## config.mk

```make
export PLATFORM = sky130hd
export DESIGN_NAME = input_conditioner
export DESIGN_NICKNAME = d
export VERILOG_FILES = /design/src/rtl/input_conditioner_pkg.sv /design/src/rtl/input_conditioner_button_debouncer.sv /design/src/rtl/input_conditioner.sv
export SDC_FILE = /design/constraint.sdc
export NUM_CORES = 1
export LEC_CHECK = 0
export CORE_UTILIZATION = 60
export DETAILED_ROUTE_END_ITERATION = 10
export MAX_ROUTING_LAYER = met4
export PLACE_DENSITY = 0.79
export SYNTH_ARGS = -nofsm -noshare
export SYNTH_HDL_FRONTEND = slang
export SYNTH_HIERARCHICAL = 1
export SYNTH_SLANG_ARGS = --single-unit
```

## constraint.sdc

```tcl
create_clock -name clk -period 3 [get_ports clk]
set_input_delay 0.3 -clock clk [delete_from_list [all_inputs] [get_ports clk]]
set_output_delay 0.3 -clock clk [all_outputs]
set_load 0.005 [all_outputs]
```

## src/rtl/input_conditioner_pkg.sv

```systemverilog
// -----------------------------------------------------------------------------
// input_conditioner_pkg
// Shared definitions for the input conditioner:
//   req_e                    - 2-bit code held in the one-entry request slot
//   DEFAULT_DEBOUNCE_CYCLES  - stable cycles needed to accept a button level
//                              (20 ms at 50 MHz)
//   DEFAULT_SYNC_STAGES      - flip-flop depth of each raw-input synchronizer
// -----------------------------------------------------------------------------
package input_conditioner_pkg;

   typedef enum logic [1:0] {
      REQ_NONE     = 2'd0,
      REQ_RETURN   = 2'd1,
      REQ_ZOOM_IN  = 2'd2,
      REQ_ZOOM_OUT = 2'd3
   } req_e;

   localparam int DEFAULT_DEBOUNCE_CYCLES = 1000000;
   localparam int DEFAULT_SYNC_STAGES     = 2;

endpackage

```

## src/rtl/input_conditioner_button_debouncer.sv

```systemverilog
// -----------------------------------------------------------------------------
// button_debouncer
// Synchronizes one raw active-low push-button, debounces it and flags presses.
// Ports:
//   clk      in   system clock, rising edge
//   reset    in   asynchronous active-low reset
//   btn_n_i  in   raw asynchronous button, low = pressed
//   press_o  out  high for the one cycle whose closing edge moves the debounced
//                 level from 1 to 0; the consumer captures it on that edge, so
//                 the press is visible in its registers the cycle after
// -----------------------------------------------------------------------------
module button_debouncer
   import input_conditioner_pkg::*;
#(
   parameter int DEBOUNCE_CYCLES = DEFAULT_DEBOUNCE_CYCLES,
   parameter int SYNC_STAGES     = DEFAULT_SYNC_STAGES
) (
   input  logic clk,
   input  logic reset,
   input  logic btn_n_i,
   output logic press_o
);

   localparam int              CNT_W    = $clog2(DEBOUNCE_CYCLES);
   localparam logic [CNT_W-1:0] CNT_LAST = CNT_W'(DEBOUNCE_CYCLES - 1);

   logic [SYNC_STAGES-1:0] sync_q;
   logic                   synced;
   logic [CNT_W-1:0]       cnt_q, cnt_d;
   logic                   level_q, level_d;

   assign synced = sync_q[SYNC_STAGES-1];

   always_ff @(posedge clk or negedge reset) begin
      if (!reset) begin
         sync_q  <= '1;
         cnt_q   <= '0;
         level_q <= 1'b1;
      end else begin
         sync_q  <= {sync_q[SYNC_STAGES-2:0], btn_n_i};
         cnt_q   <= cnt_d;
         level_q <= level_d;
      end
   end

   // The counter only advances while the synchronized level disagrees with the
   // accepted level; any agreement restarts it. The last mismatching cycle
   // (count DEBOUNCE_CYCLES-1 plus this one) commits the new level.
   always_comb begin
      cnt_d   = '0;
      level_d = level_q;
      if (synced != level_q) begin
         if (cnt_q == CNT_LAST) begin
            level_d = synced;
         end else begin
            cnt_d = cnt_q + CNT_W'(1);
         end
      end
   end

   assign press_o = level_q & ~level_d;

endmodule

```

## src/rtl/input_conditioner.sv

```systemverilog
// -----------------------------------------------------------------------------
// input_conditioner
// Conditions three push-buttons and a 4-bit one-hot algorithm switch for a
// downstream controller. Button presses are debounced, arbitrated into a
// one-entry request slot and issued as single-cycle pulses when the
// controller is idle and the switch setting is valid.
// Ports:
//   clk                       in   system clock, rising edge
//   reset                     in   asynchronous active-low reset
//   btn_zoom_in_n             in   raw button, low = pressed
//   btn_zoom_out_n            in   raw button, low = pressed
//   btn_return_n              in   raw button, low = pressed
//   sw[3:0]                   in   raw algorithm switches, expected one-hot
//   busy                      in   downstream controller is processing
//   zoom_in                   out  request pulse
//   zoom_out                  out  request pulse
//   return_to_previous        out  request pulse
//   algorithm_select[1:0]     out  index of the single active switch (held)
//   multiple_switches_error   out  more than one switch set
//   no_switch_selected_error  out  no switch set
//   request_dropped           out  sticky: some press was discarded
// -----------------------------------------------------------------------------
module input_conditioner
   import input_conditioner_pkg::*;
#(
   parameter int DEBOUNCE_CYCLES = DEFAULT_DEBOUNCE_CYCLES,
   parameter int SYNC_STAGES     = DEFAULT_SYNC_STAGES
) (
   input  logic       clk,
   input  logic       reset,
   input  logic       btn_zoom_in_n,
   input  logic       btn_zoom_out_n,
   input  logic       btn_return_n,
   input  logic [3:0] sw,
   input  logic       busy,
   output logic       zoom_in,
   output logic       zoom_out,
   output logic       return_to_previous,
   output logic [1:0] algorithm_select,
   output logic       multiple_switches_error,
   output logic       no_switch_selected_error,
   output logic       request_dropped
);

   logic press_ret, press_in, press_out;

   button_debouncer #(.DEBOUNCE_CYCLES(DEBOUNCE_CYCLES), .SYNC_STAGES(SYNC_STAGES))
      u_db_return   (.clk(clk), .reset(reset), .btn_n_i(btn_return_n),   .press_o(press_ret));
   button_debouncer #(.DEBOUNCE_CYCLES(DEBOUNCE_CYCLES), .SYNC_STAGES(SYNC_STAGES))
      u_db_zoom_in  (.clk(clk), .reset(reset), .btn_n_i(btn_zoom_in_n),  .press_o(press_in));
   button_debouncer #(.DEBOUNCE_CYCLES(DEBOUNCE_CYCLES), .SYNC_STAGES(SYNC_STAGES))
      u_db_zoom_out (.clk(clk), .reset(reset), .btn_n_i(btn_zoom_out_n), .press_o(press_out));

   // ---------------- switch synchronizer and decode ----------------
   logic [SYNC_STAGES-1:0][3:0] sw_sync_q;
   logic [3:0]                  sw_s;
   logic [1:0]                  alg_q, alg_d;
   logic                        multi_q, multi_d;
   logic                        nosw_q, nosw_d;

   assign sw_s = sw_sync_q[SYNC_STAGES-1];

   always_comb begin
      alg_d   = alg_q;
      nosw_d  = (sw_s == 4'd0);
      // Clearing the lowest set bit leaves something only if two or more were set.
      multi_d = ((sw_s & (sw_s - 4'd1)) != 4'd0);
      if (!nosw_d && !multi_d) begin
         case (sw_s)
            4'b0001: alg_d = 2'b00;
            4'b0010: alg_d = 2'b01;
            4'b0100: alg_d = 2'b10;
            4'b1000: alg_d = 2'b11;
            default: alg_d = alg_q;
         endcase
      end
   end

   // ---------------- request slot and issue ----------------
   req_e slot_q, slot_d;
   logic ret_q, ret_d, zin_q, zin_d, zout_q, zout_d, drop_q, drop_d;

   // A full slot leaves whenever busy is low (issued, or discarded on a switch
   // error), so a press landing on that same edge can take its place. Presses
   // are offered in priority order; each one that finds the slot taken is lost.
   always_comb begin
      slot_d = slot_q;
      drop_d = drop_q;
      ret_d  = 1'b0;
      zin_d  = 1'b0;
      zout_d = 1'b0;
      if (slot_q != REQ_NONE && !busy) begin
         if (multi_q || nosw_q) begin
            drop_d = 1'b1;
         end else begin
            case (slot_q)
               REQ_RETURN:   ret_d  = 1'b1;
               REQ_ZOOM_IN:  zin_d  = 1'b1;
               REQ_ZOOM_OUT: zout_d = 1'b1;
               default:      ;
            endcase
         end
         slot_d = REQ_NONE;
      end
      if (press_ret) begin
         if (slot_d == REQ_NONE) slot_d = REQ_RETURN;
         else                    drop_d = 1'b1;
      end
      if (press_in) begin
         if (slot_d == REQ_NONE) slot_d = REQ_ZOOM_IN;
         else                    drop_d = 1'b1;
      end
      if (press_out) begin
         if (slot_d == REQ_NONE) slot_d = REQ_ZOOM_OUT;
         else                    drop_d = 1'b1;
      end
   end

   always_ff @(posedge clk or negedge reset) begin
      if (!reset) begin
         sw_sync_q <= '0;
         alg_q     <= 2'b00;
         multi_q   <= 1'b0;
         nosw_q    <= 1'b1;
         slot_q    <= REQ_NONE;
         ret_q     <= 1'b0;
         zin_q     <= 1'b0;
         zout_q    <= 1'b0;
         drop_q    <= 1'b0;
      end else begin
         sw_sync_q <= {sw_sync_q[SYNC_STAGES-2:0], sw};
         alg_q     <= alg_d;
         multi_q   <= multi_d;
         nosw_q    <= nosw_d;
         slot_q    <= slot_d;
         ret_q     <= ret_d;
         zin_q     <= zin_d;
         zout_q    <= zout_d;
         drop_q    <= drop_d;
      end
   end

   assign zoom_in                  = zin_q;
   assign zoom_out                 = zout_q;
   assign return_to_previous       = ret_q;
   assign algorithm_select         = alg_q;
   assign multiple_switches_error  = multi_q;
   assign no_switch_selected_error = nosw_q;
   assign request_dropped          = drop_q;

endmodule

```

== After elaboration in Yosys (flattened, before gate mapping) ==
Index checks and enable logic that the tools add are counted.
Cells by class
  $add $sub $neg: 4
  equal/unequal tests: 13
  mux-type cells: 37
  bitwise gates (word level): 7
  reduce and logical (&&, ||, !) cells: 14
Operator list (count)
  20-bit 2-to-1 mux: 6
  20-bit by 1-bit adder with 20-bit output (second input constant): 3
  20-bit == test (second input constant): 3
  1-bit 2-to-1 mux: 23
  2-bit 2-to-1 mux: 7
  2-bit one-hot mux with 4 select lines: 1
  4-bit nonzero test: 2
  2-bit zero test: 3
  4-bit AND: 1
  2-bit == test (second input constant): 2
  4-bit by 1-bit == test with 1-bit output (second input constant): 1
  4-bit by 2-bit == test with 1-bit output (second input constant): 1
  4-bit by 3-bit == test with 1-bit output (second input constant): 1
  4-bit == test (second input constant): 1
  4-bit zero test: 1
  4-bit by 1-bit subtractor with 4-bit output (second input constant): 1
  1-bit AND: 3
  1-bit zero test: 3
  1-bit inequality test: 3
  1-bit NOT: 3
  2-bit by 1-bit == test with 1-bit output (second input constant): 1
  1-bit logical AND: 2
  2-bit AND reduction: 1
  2-bit nonzero test: 1
  1-bit logical OR: 1
Word-level totals
  bits in registers: 87
  input port bits: 10
  output and inout port bits: 8
  word-level logic and storage cells: 94

== Depth between registers and ports, before layout ==
  depth in word-level cells: 12
  gate-level depth with buffers: 8
  gate-level depth less buffers: 8

== Modules after synthesis ==
The synthesis kept the hierarchy.
Modules (own cells, without submodules)
  button_debouncer: instances 3, cells an instance 113, area an instance 1119.8 um^2, seq. area each 579.3 um^2
  input_conditioner: instances 1, cells an instance 52, area an instance 664.4 um^2, seq. area each 451.7 um^2

== Worst setup path before layout ==
Ideal clock, no wire load.
  kind: flip-flop to flip-flop
  start point: register u_db_zoom_in.cnt_q[13]
  end point: register drop_q, in the netlist request_dropped
  library setup time: 0.090 ns
  arrival time: 2.050 ns
  required time: 2.910 ns
  slack: 0.860 ns
  stages on the path, launching flop included: 7
  path buffers: 0
  period minus slack after synthesis: 2.140 ns
  path through: dfrtp_1 > or4_1 > nor4_1 > nand3_1 > nor3b_1 > a211oi_1 > o221ai_1
On the way
  cells in the longest elaborated chain, start to end: 9
  elaborated cells on any way between the ends: 10
  those cells by class: eq/ne (1); mux (6); bitwise (2); reduce/logical (1)
RTL lines
  start, declared: line input_conditioner_button_debouncer.sv:29  | logic [CNT_W-1:0] cnt_q, cnt_d;
  start signal, assigned: line input_conditioner_button_debouncer.sv:41  | cnt_q <= cnt_d;
  20-bit == test *: line input_conditioner_button_debouncer.sv:53  | if (cnt_q == CNT_LAST) begin
  1-bit 2-to-1 mux *: line input_conditioner_button_debouncer.sv:53
  1-bit 2-to-1 mux *: line input_conditioner_button_debouncer.sv:52  | if (synced != level_q) begin
  1-bit NOT *: line input_conditioner_button_debouncer.sv:61  | assign press_o = level_q & ~level_d;
  1-bit AND *: line input_conditioner_button_debouncer.sv:61
  named net press_in: line input_conditioner.sv:45  | logic press_ret, press_in, press_out;
  2-bit 2-to-1 mux: line input_conditioner.sv:109  | if (press_in) begin
  2-bit zero test: line input_conditioner.sv:114  | if (slot_d == REQ_NONE) slot_d = REQ_ZOOM_OUT;
  1-bit 2-to-1 mux: line input_conditioner.sv:114
  1-bit 2-to-1 mux *: line input_conditioner.sv:113  | if (press_out) begin
  named net drop_d: line input_conditioner.sv:81  | logic ret_q, ret_d, zin_q, zin_d, zout_q, zout_d, drop_q, drop_d;
  end signal, assigned: line input_conditioner.sv:139  | drop_q <= drop_d;
  end, declared: line input_conditioner.sv:81
Mark *: on every way through the listed nets, which the timed path passes. The rest lies on a longest branch.
A chain may end at the register's enable or synchronous reset.

== Final worst setup path ==
  start point: register u_db_zoom_out.cnt_q[13]
  end point: register slot_q[0]
On the way
  cells in the longest elaborated chain, start to end: 6
RTL lines
  start, declared: line input_conditioner_button_debouncer.sv:29
  start signal, assigned: line input_conditioner_button_debouncer.sv:41
  20-bit == test: line input_conditioner_button_debouncer.sv:53
  1-bit 2-to-1 mux: line input_conditioner_button_debouncer.sv:53
  1-bit 2-to-1 mux: line input_conditioner_button_debouncer.sv:52
  1-bit NOT: line input_conditioner_button_debouncer.sv:61
  1-bit AND: line input_conditioner_button_debouncer.sv:61
  named net press_out: line input_conditioner.sv:45
  2-bit 2-to-1 mux: line input_conditioner.sv:113
  named net slot_d[0]: line input_conditioner.sv:80  | req_e slot_q, slot_d;
  end signal, assigned: line input_conditioner.sv:135  | slot_q <= slot_d;
  end, declared: line input_conditioner.sv:80
The timed path passes the listed nets, and every way through them passes these cells.

==> flow_summary.yaml <==
routing:
  vias: 2876
  drc: 2
  drt-initial-drc-count: 249
  ant_nets: 0
  drt_first_pass_iters: 9
  wire_per_inst_um: 14.9
  vias_per_cell: 5.92
  finalWirelength_mm: 7.26
cts:
  clk_pin_slew_ns: 0.09
  max-clock-path-buffers: 2
  cts_made_buffers: 9
  htree_levels: 3
  hold_buffers: 0
  cts_tree: "built"
  post-cts-setup-buffers: 0
  cts_resized: 0
  clkSinkCount: 87
  cts_root_buffer: "clkbuf_8"
  clkLatencyLatePin_ns: 0.35
die:
  chipWidth_um: 83.9
  die-area_um2: 7040
  coreArea_um2: 6420
  io_pins: 18
  dieHeight_um: 83.9
  initial_core_util_pct: 62.7
  rows: 29
yosys:
  syn_area_um2: 4020
  yosysTopAreaCellShare_pct: 47.9
  synth.largest_area_cell: "dfrtp_1"
  ys_ff_latch: 87
  synth_most_common_cell: "dfrtp_1"
  synth.distinct_cells: 42
  yosysSeqAreaShare_pct: 54.4
  yosysWarnings: 6
  synth_edf_count: 0
  synthFlopType: "dfrtp_1"
  ys_top_cells_by_area: "dfrtp_1 (48%), dfstp_2 (6.5%), nor2_1 (3.9%), xnor2_1 (3.9%), or4_1 (3.4%)"
  netlist_top_cells_count: "dfrtp_1 (77), nor2_1 (42), a21oi_1 (24), nand3_1 (24), nand2_1 (20)"
  synth_area_per_cell_um2: 10.3
  synthArstFlopShare_pct: 100
  syn_inst: 391
  syn_nets: 404
status:
  violations: "DRC"
  status: "finished, violations left"
sta:
  layout_min_cycle_time_ns: 2.55
  relSlewSlack_pct: 29.6
  min_period_over_period_pct: 85.0
  fmax_mhz: 392
  hold_viol_final: 0
  tns_ns: 0
  setup_viol: 0
  rsz0062_at_grt: "false"
  tightest_slew_ns: 1.06
  slew_violations: 0
  finClkSkew_ns: 0.0144
place:
  placed_area_um2: 4220
  gp_congestion: 0.797
  dpl.hpwl_mm: 4.69
  port_buffers: 17
grt:
  grt_overflow: 0
  grt_pass1_vias: 2872
  grt_max_degree: 88
  grt_pass1_wl_mm: 12.6
  antenna_found_initial: 0
  grt_usage_pct: 23.4
finish:
  multiInputGateArea_um2: 1690
  fin_util_pct: 69.4
  num-fill-cells: 484
  seq_area_um2: 2190
  drive_above_1_share_pct: 16.4
  area.growth.synth_to_final_pct: 10.8
  antenna_cells: 0
  fin_nets: 417
  final_area_um2: 4460
power_and_ir_drop:
  irDropWorstVdd_v: 0.000352
  p_leak_nw: 1.77
  power_density_nw_per_um2: 507
run:
  drv_cap: 0
worst_hold_path:
  holdCritPathClass: "primary input to async pin"
critical_path:
  endpoint_kind: "flop"
  critPathArrivalTime_ns: 2.83
  worstPathRequired_ns: 3.28
  crit_path_max_fanout: 5
  path_class: "flop to flop"
  start_kind: "flop"
report_power, final:
| part | internal [W] | total [W] | switching (W) |
|---|---|---|---|
| Clock | 0.000539 | 0.000940 | 0.000401 |
| Sequential | 0.00120 | 0.00123 | 0.0000252 |
| Combinational | 0.0000392 | 0.0000948 | 0.0000556 |
worst paths after layout:
kind                       slack, ns                       to  cells after the start                     from
max                             0.45                slot_q[0]                      7  u_db_zoom_out/cnt_q[13]
min                             0.11    u_db_return/cnt_q[17]                      1                    reset
max reg2reg                     0.45                slot_q[0]                      7  u_db_zoom_out/cnt_q[13]
min reg2reg                     0.35                  sw_s[0]                      0             sw_sync_q[0]
max in group asynchronous       2.19   u_db_zoom_in/cnt_q[12]                      1                    reset
min in group clk                0.35  u_db_zoom_out/sync_q[0]                      1           btn_zoom_out_n
placed cells by master, fill, tap and decap left out, types with 9 or more instances in the layout:
master	n
xnor2_1	18
inv_1	19
o21ai_0	19
o31ai_1	9
or3_2	9
xor2_1	15
dfrtp_1	77
nand3_1	24
nand2_1	20
nor2_1	42
dfstp_2	10
clkdlybuf4s50_1	16
clkbuf_8	12
or4_1	18
a21oi_1	24
area by class of cell:
cell class | instances | area share, %
clock buffer | 12 | 3.70
clock inverter | 4 | 1.71
inverter | 19 | 1.60
multi-input combinational | 270 | 37.9
sequential | 87 | 49.1
tap | 77 | 2.16
timing repair buffer | 17 | 3.76
through the flow:
step	power, W	hold slack, ns	setup WS, ns	instances
after floorplan	0.00129	0.00441	0.860	391
after global placement	0.00134	0.332	0.653	470
after detailed placement	0.00134	0.336	0.564	470
after CTS	0.00228	0.174	0.472	486
after global routing	0.00234	0.198	0.311	486
final	0.00226	0.113	0.449	486
flip-flops by register name (all words and copies together), names as in the netlist, 2 cells and up:
signal and cells:
algorithm_select 2, u_db_return/cnt_q 20, slot_q 2, u_db_return/sync_q 2
u_db_zoom_in/cnt_q 20, u_db_zoom_in/sync_q 2, u_db_zoom_out/sync_q 2, sw_s 4
sw_sync_q 4, u_db_zoom_out/cnt_q 20
worst max-delay path, cell delays in order, from the launching register on:
cell     delay, ns
dfrtp_1       0.43
or4_1         0.57
nor4_1        0.49
nand3_1       0.17
nor3b_1       0.46
nor2b_1       0.18
o21ai_0       0.08
nand2_1       0.10
layer usage:
layer	global-route usage, %	routed length, um	vias to the layer above
met1	28.9	3260	1414
met5	-	0	-
met2	37.9	3670	48
li1	-	-	1402
met4	10.5	124	0
met3	4.15	207	12
cells by family after synthesis:
family | share of synthesized area (%)
and+or+nand+nor | 22.6
DFF | 54.4
AOI/OAI and AO/OA | 10.2
buffers and inverters | 3.54
xor gates and xnor gates | 7.18
adders and majority gates | 1.21
muxes | 0.839
No activity file was read; power rests on OpenSTA's default activity.
